<file path="config.mk">
export PLATFORM = sky130hd
export DESIGN_NAME = hazard_ctrl
export DESIGN_NICKNAME = d
export VERILOG_FILES = /design/src/rtl/pipe_pkg.sv /design/src/rtl/md_busy_cnt.sv /design/src/rtl/hazard_ctrl.sv
export SDC_FILE = /design/constraint.sdc
export NUM_CORES = 1
export LEC_CHECK = 0
export ABC_AREA = 1
export CAP_MARGIN = 15
export CELL_PAD_IN_SITES_DETAIL_PLACEMENT = 0
export CELL_PAD_IN_SITES_GLOBAL_PLACEMENT = 1
export CORE_ASPECT_RATIO = 0.75
export CORE_MARGIN = 2
export CORE_UTILIZATION = 24
export CTS_CLUSTER_DIAMETER = 150
export DETAILED_ROUTE_END_ITERATION = 16
export PLACE_DENSITY_LB_ADDON = 0.15
export SYNTH_ARGS = -nofsm -noshare
export SYNTH_HDL_FRONTEND = slang
export SYNTH_HIERARCHICAL = 1
export SYNTH_SLANG_ARGS = --single-unit
</file>
<file path="constraint.sdc">
create_clock -name clk -period 1.6 [get_ports clk]
set_clock_uncertainty 0.2 [all_clocks]
set_input_delay 0.16 -clock clk [delete_from_list [all_inputs] [get_ports clk]]
set_output_delay 0.16 -clock clk [all_outputs]
set_load 0.05 [all_outputs]
</file>
<file path="src/rtl/pipe_pkg.sv">
// Shared pipeline-control definitions: forwarding select encodings, the
// multiply/divide latency default and the register-match helper.
package pipe_pkg;

  typedef enum logic [1:0] {
    FWD_RF  = 2'b00,
    FWD_WB  = 2'b01,
    FWD_MEM = 2'b10
  } fwd_sel_e;

  localparam int unsigned MD_LATENCY_DEF = 32;
  localparam int unsigned MD_CNT_W       = 6;
  localparam int unsigned PERF_CNT_W     = 32;

  // r0 is hard-wired to zero, so a write to it never produces a dependency.
  function automatic logic reg_hit(input logic [4:0] src,
                                   input logic       wr_en,
                                   input logic [4:0] dst);
    return wr_en && (src != 5'd0) && (src == dst);
  endfunction

  function automatic fwd_sel_e ex_fwd(input logic [4:0] src,
                                      input logic       wr_m,
                                      input logic [4:0] dst_m,
                                      input logic       wr_w,
                                      input logic [4:0] dst_w);
    fwd_sel_e sel;
    sel = FWD_RF;
    if (reg_hit(src, wr_m, dst_m)) begin
      sel = FWD_MEM;
    end else if (reg_hit(src, wr_w, dst_w)) begin
      sel = FWD_WB;
    end
    return sel;
  endfunction

endpackage

</file>
<file path="src/rtl/md_busy_cnt.sv">
// Multiply/divide occupancy timer: a down-counter loaded with LATENCY-1 on
// start; busy while the count is nonzero. A new start restarts the count.
module md_busy_cnt
  import pipe_pkg::*;
#(
  parameter int unsigned LATENCY = MD_LATENCY_DEF
) (
  input  logic clk,
  input  logic rst_n,
  input  logic start,
  output logic busy
);

  localparam logic [MD_CNT_W-1:0] LOAD_VAL = MD_CNT_W'(LATENCY - 1);

  logic [MD_CNT_W-1:0] md_cnt;

  always_ff @(posedge clk) begin
    if (!rst_n) begin
      md_cnt <= '0;
    end else if (start) begin
      md_cnt <= LOAD_VAL;
    end else if (md_cnt != '0) begin
      md_cnt <= md_cnt - MD_CNT_W'(1);
    end
  end

  assign busy = (md_cnt != '0);

endmodule

</file>
<file path="src/rtl/hazard_ctrl.sv">
// Pipeline hazard unit: EX/ID forwarding, load-use, branch and mult/div stalls.
// Optional saturating stall/flush counters when HAZARD_PERF_CNT_EN is defined.
module hazard_ctrl
  import pipe_pkg::*;
#(
  parameter int unsigned MD_LATENCY = MD_LATENCY_DEF
) (
  input  logic        clk,
  input  logic        rst_n,
  input  logic [4:0]  RsD,
  input  logic [4:0]  RtD,
  input  logic [4:0]  RsE,
  input  logic [4:0]  RtE,
  input  logic [4:0]  WriteRegE,
  input  logic [4:0]  WriteRegM,
  input  logic [4:0]  WriteRegW,
  input  logic        RegWriteE,
  input  logic        RegWriteM,
  input  logic        RegWriteW,
  input  logic        MemtoRegE,
  input  logic        MemtoRegM,
  input  logic        BranchD,
  input  logic        MdUseD,
  input  logic        MdStartE,
  output logic        StallF,
  output logic        StallD,
  output logic        FlushE,
  output logic [1:0]  ForwardAE,
  output logic [1:0]  ForwardBE,
  output logic        ForwardAD,
  output logic        ForwardBD,
`ifdef HAZARD_PERF_CNT_EN
  output logic [31:0] StallCnt,
  output logic [31:0] FlushCnt,
`endif
  output logic        MdBusy
);

  logic lwstall;
  logic brstall;
  logic mdstall;
  logic stall;
  logic md_busy;

  md_busy_cnt #(
    .LATENCY (MD_LATENCY)
  ) u_md_busy_cnt (
    .clk   (clk),
    .rst_n (rst_n),
    .start (MdStartE),
    .busy  (md_busy)
  );

  assign MdBusy = md_busy;

  // Forwarding is purely a function of register fields; the stall state never gates it.
  always_comb begin
    ForwardAE = ex_fwd(RsE, RegWriteM, WriteRegM, RegWriteW, WriteRegW);
    ForwardBE = ex_fwd(RtE, RegWriteM, WriteRegM, RegWriteW, WriteRegW);
    ForwardAD = reg_hit(RsD, RegWriteM, WriteRegM);
    ForwardBD = reg_hit(RtD, RegWriteM, WriteRegM);
  end

  always_comb begin
    lwstall = MemtoRegE && (RtE != 5'd0) && ((RtE == RsD) || (RtE == RtD));

    // A branch resolves in ID, so it waits on an ALU result still in EX or a load still in MEM.
    brstall = BranchD &&
              (reg_hit(RsD, RegWriteE, WriteRegE) ||
               reg_hit(RtD, RegWriteE, WriteRegE) ||
               reg_hit(RsD, MemtoRegM, WriteRegM) ||
               reg_hit(RtD, MemtoRegM, WriteRegM));

    // MdStartE covers the cycle the counter is being loaded but not yet busy.
    mdstall = MdUseD && (md_busy || MdStartE);

    stall = lwstall || brstall || mdstall;
  end

  assign StallF = stall;
  assign StallD = stall;
  assign FlushE = stall;

`ifdef HAZARD_PERF_CNT_EN
  logic [PERF_CNT_W-1:0] stall_cnt_q;
  logic [PERF_CNT_W-1:0] flush_cnt_q;

  always_ff @(posedge clk) begin
    if (!rst_n) begin
      stall_cnt_q <= '0;
      flush_cnt_q <= '0;
    end else begin
      if (stall && (stall_cnt_q != '1)) begin
        stall_cnt_q <= stall_cnt_q + PERF_CNT_W'(1);
      end
      if (brstall && (flush_cnt_q != '1)) begin
        flush_cnt_q <= flush_cnt_q + PERF_CNT_W'(1);
      end
    end
  end

  assign StallCnt = stall_cnt_q;
  assign FlushCnt = flush_cnt_q;
`endif

endmodule

</file>
# Word-level counts from Yosys, hierarchy flattened
# Cells that the tools add are included.
[word_totals] reg_bits=6 out_inout_bits=10
[classes] addsub=1 eq_ne=10 n_mux=6 n_bitwise=1 reduce_logical=38
[op_table] op="== test 5 bit" n=10
[op_table] op="logical AND 1 bit" n=24
[op_table] op="nonzero test 5 bit" n=4
[op_table] op="two-way mux 5 bit" n=2
[op_table] op="logical OR 1 bit" n=7
[op_table] op="nonzero test 6 bit" n=1
[op_table] op="subtractor 6 x 1 -> 6 bit, second input constant" n=1
[op_table] op="two-way mux 2 bit" n=2
[op_table] op="two-way mux 1 bit" n=2
[op_table] op="nonzero test 2 bit" n=1
[op_table] op="OR reduction 2 bit" n=1
[op_table] op="inverter 1 bit" n=1

# Logic depth before layout (Yosys ltp)
[depth] depth_word=9 depth_mapped=11 depth_no_buf=10

# Modules after synthesis
# The synthesis kept the hierarchy.
[by_module_without_submodules] module="hazard_ctrl" instances=1 cells_each=180 area_per_inst_um2=918.4 seq_area_each_um2=0.0
[by_module_without_submodules] module="md_busy_cnt" instances=1 cells_each=47 area_per_inst_um2=311.5 seq_area_each_um2=120.1

# Worst setup path after synthesis
# Ideal clock, no wire load.
[synth_timing] kind="reg-to-output" from="reg u_md_busy_cnt.md_cnt[0]" to="out StallD" arrival_time_ps=1963 t_required_ps=1240 slack_ps=-723 stages_incl_launch_ff=8 path_cell_list="dfxtp_1 > inv_1 > ha_1 > nand3_2 > o21a_1 > a21oi_1 > nand2_1 > buf_4"
[synth_between] elab_chain_len=4
[synth_rtl] element="start: declaration" line="md_busy_cnt.sv:16" rtl="logic [MD_CNT_W-1:0] md_cnt;"
[synth_rtl] element="start signal: assignment" line="md_busy_cnt.sv:24" rtl="md_cnt <= md_cnt - MD_CNT_W'(1);"
[synth_rtl] element="nonzero test 6 bit" line="md_busy_cnt.sv:28" rtl="assign busy = (md_cnt != '0);"
[synth_rtl] element="via MdBusy" line="hazard_ctrl.sv:36" rtl="output logic MdBusy"
[synth_rtl] element="logical OR 1 bit" line="hazard_ctrl.sv:75" rtl="mdstall = MdUseD && (md_busy || MdStartE);"
[synth_rtl] element="logical AND 1 bit" line="hazard_ctrl.sv:75"
[synth_rtl] element="logical OR 1 bit" line="hazard_ctrl.sv:77" rtl="stall = lwstall || brstall || mdstall;"
[synth_rtl] element="end: declaration" line="hazard_ctrl.sv:26" rtl="output logic StallD,"
# The timed path passes the listed nets, and every way through them passes these cells.

# Worst setup path after layout
[layout_timing] from="reg u_md_busy_cnt.md_cnt[1]" to="out FlushE"
[layout_between] elab_chain_len=4
[layout_rtl] element="nonzero test 6 bit" line="md_busy_cnt.sv:28"
[layout_rtl] element="logical OR 1 bit" line="hazard_ctrl.sv:75"
[layout_rtl] element="logical AND 1 bit" line="hazard_ctrl.sv:75"
[layout_rtl] element="logical OR 1 bit" line="hazard_ctrl.sv:77"
[layout_rtl] element="end: declaration" line="hazard_ctrl.sv:27" rtl="output logic FlushE,"
# Every way passes these cells.

==> summary.md <==
| Metric | Value |
|---|---|
| Buf/Inv on CP | 2 |
| Clock sinks | 6 |
| Worst Max-Slew Pin Slew | ~0.3 ns |
| Initial antenna violation count | 0 |
| Worst path depth | 7 |
| Layout Cells excl Fill | 384 |
| Largest net degree at the start of global routing | 6 |
| DR vias | ~1700 |
| Iter 0 DRT Violations | 44 |
| Failing checks | negative setup slack |
| Worst Setup Start Kind | flip-flop |
| Clk slew on worst S/H paths | 0.04 ns |
| Critical path arrival | 1.39 ns |
| Seq pwr share | 0.162 |
| Register area share after synthesis | 0.0977 |
| Final slew viol count | 0 |
| # DRC | 0 |
| Final GP Congestion | just under 0.8 |
| Max Clk Rate | 570 MHz |
| Hold path endpoint | u_md_busy_cnt/md_cnt[5]$_SDFFE_PP0P_ |
| Critical path class | reg2out |
| Vias/cell | between 4 and 5 |
| Ys async rst share | 0 |
| Row cnt | 22 |
| Hold_sp | u_md_busy_cnt/md_cnt[5]$_SDFFE_PP0P_ |
| Ports | between 50 and 60 |
| CTS tree | built |
| Worst Path Max Fanout | 3 |
| Hold slack | 0.308 ns |
| Dpl cells | 371 |
| Syn-to-layout area delta | 99.6% |
| Post-synth EDFFs | 0 |
| First-pass GRT wire length | between 7000 and 8000 um |
| PortBufs | 54 |
| Final WS setup | -0.155 ns |
| Top Registers | u_md_busy_cnt/md_cnt: 6 flops |
| WL final | 4440 um |
| CTS Buf Count | 3 |
| Mapped Avg Cell Area | 5.42 um^2 |
| Synthesized area | ~0.0012 mm^2 |
| CP peak stage delay | between 0.3 and 0.4 ns |
| CTS Hold Bufs | 0 |
| Ant. Diodes | 0 |
| Detailed Place HPWL | 3660 um |
| FF-to-FF Start | u_md_busy_cnt/md_cnt[1]$_SDFFE_PN0P_ |
| R2R Setup Slk | ~0.27 ns |
| Largest Register | u_md_busy_cnt/md_cnt |
| Core ar. | between 0.004 and 0.005 mm^2 |
| Post-synth cell types | 28 |
| FF-to-FF path depth | 6 |
| Cells along the critical path | inv_2 -> ha_4 -> nand3_4 -> o21a_1 -> a21oi_2 -> nand2_4 -> buf_12 |
| Relative slew slack | 0.805 |
| Switching fraction of total power | 0.388 |
| Mapped Cells | approximately 230 |
| Yosys reg bits | 6 |
| Final antenna-violating net count | 0 |
| RSZ-0062 raised after global routing | yes |
| Status | complete, but fails checks |
| Routed len/inst | between 10 and 15 um |
| Layout cells sized above 1 | 0.420 |
| Final setup fails | 4 |
| GRT Overall Usage | 0.157 |
| Clock buffer depth | 2 |
| YS warnings | 6 |
| Slowest library cell on the worst path | dfxtp_2 |
| Worst Hold Class | reg2reg |
| Tmin final | around 1.8 ns |
| Synth Net Count | 273 |
| Family with the most delay on the worst path | flip-flops |
| H-tree depth | 1 |
| Clock power share | 0.208 |
| CP required | approximately 1.2 ns |
| # fillers | between 500 and 600 |
| Max-Cap Viols | 0 |
| Clock Tree Root | clkbuf_8 |
| Peak supply drop | approximately 0.18 mV |
| Power density cells | 454 mW/mm^2 |
| Die Ht | between 60 and 70 um |
| P_int | a little under 0.7 mW |
| Layout Utilization | 0.498 |
| Comb power frac | 0.630 |
| Flip-flop count of the largest register after layout | 6 |
| R2r endpoint | u_md_busy_cnt/md_cnt[4]$_SDFFE_PN0P_ |
| Die X | 86.7 um |
| Die footprint | 0.00572 mm^2 |
| Final Cycle Share | 1.10 |
| Grt total ovfl | 0 |
| Final setup TNS | -0.503 ns |
| Final hold vios | 0 |
| Drt pass-1 iters | 4 |
| P_leak | about 1.3 nW |
| Net Sw Power | about 0.43 mW |
| Initial core utilization | 0.250 |
| Most used DFF post-synth | dfxtp_1 |
| Nets | 372 |
| CP endpoint kind | output pin |
| Worst skew pair latency | 0.23 ns |
| Hold path cells | 2 |
| Vias in the first global route | 1516 |
[logic make-up (layout without fill, tap and decap cells)]
logic type,Yosys count,after routing,share of synthesized area
AOI/OAI and AO/OA,16,16,0.0855
xor gates and xnor gates,26,26,0.185
adders and majority gates,1,1,0.0102
buffers and inverters,43,140,0.149
DFF,6,6,0.0977
and+or+nand+nor,135,135,0.473
[layout by cell type, fill, tap and decap left out, types with 3 or more instances in the layout]
master	synthesis	routed
a21oi_2	1	3
buf_12	0	10
buf_2	1	15
buf_4	3	41
buf_6	1	10
clkbuf_8	0	3
clkdlybuf4s50_1	0	6
dfxtp_1	6	4
dlygate4sd2_1	0	11
inv_1	36	25
inv_2	1	11
nand2_1	66	63
nand3_1	14	9
nand3_2	2	5
nand4_1	6	6
nor2_1	41	34
nor2_2	2	4
nor2_4	0	5
o22ai_1	4	4
xnor2_1	14	5
xnor2_2	0	8
xor2_1	12	11
[synth_stat cells (3+ instances only)]
cell type,number,share of area
nand2_1,66,0.20
nor2_1,41,0.13
inv_1,36,0.11
nand3_1,14,0.057
xnor2_1,14,0.10
xor2_1,12,0.085
dfxtp_1,6,0.098
nand4_1,6,0.031
a21oi_1,4,0.016
o22ai_1,4,0.020
buf_4,3,0.018
[how the worst max path moves through the flow]
stage,start,end,slack (ns)
global route,u_md_busy_cnt/md_cnt[1]$_SDFFE_PN0P_,StallF,-0.23
detailed placement,WriteRegM[3],FlushE,-0.52
floorplan,u_md_busy_cnt/md_cnt[0]$_SDFFE_PN0P_,StallD,-0.22
finish,u_md_busy_cnt/md_cnt[1]$_SDFFE_PN0P_,FlushE,-0.15
global placement,RtD[0],StallF,-0.57
CTS,u_md_busy_cnt/md_cnt[1]$_SDFFE_PN0P_,FlushE,-0.17
[tightest hold or removal path, stage by stage, from the launching register on]
cell,delay [ns]
dfxtp_1,0.33
nand2_1,0.08
a21oi_1,0.05
[layer usage]
| metal | routed length [um] | track usage |
|---|---|---|
| met1 | 2400 | 0.241 |
| met2 | 1770 | 0.233 |
| met3 | 254 | 0.0237 |
| met4 | 11 | 0.0234 |
| met5 | 0 | 0 |
[through the flow]
stage	setup slack [ns]	power, mW	cell area, um^2
2_1_floorplan	-0.218	0.520	1340
3_3_place_gp	-0.566	0.836	2240
3_5_place_dp	-0.518	0.834	2240
4_1_cts	-0.171	1.10	2380
5_1_grt	-0.227	1.20	2450
6_report	-0.155	1.12	2450
[layout make-up]
class	count	area, um^2	area share
multi-input combinational	178	1150	0.469
timing repair buffer	100	923	0.376
inverter	37	141	0.0576
sequential	6	123	0.0499
tap	60	75.1	0.0306
clock buffer	3	41.3	0.0168
[power groups by stage]
stage	Combinational, mW	Clock (mW)	Sequential, mW
detailed placement	0.653	0	0.181
floorplan	0.338	0	0.183
global placement	0.656	0	0.181
global route	0.766	0.249	0.182
finish	0.703	0.232	0.180
CTS	0.676	0.239	0.180
[what timing repair did]
| item | CTS | global route |
|---|---|---|
| pin swaps | 38 | 19 |
| setup buffers | 8 | 2 |
| endpoints found under the setup margin | 9 | 9 |
| gates resized for setup | 151 | 24 |
Note: power is estimated with default switching activity, not from simulation.
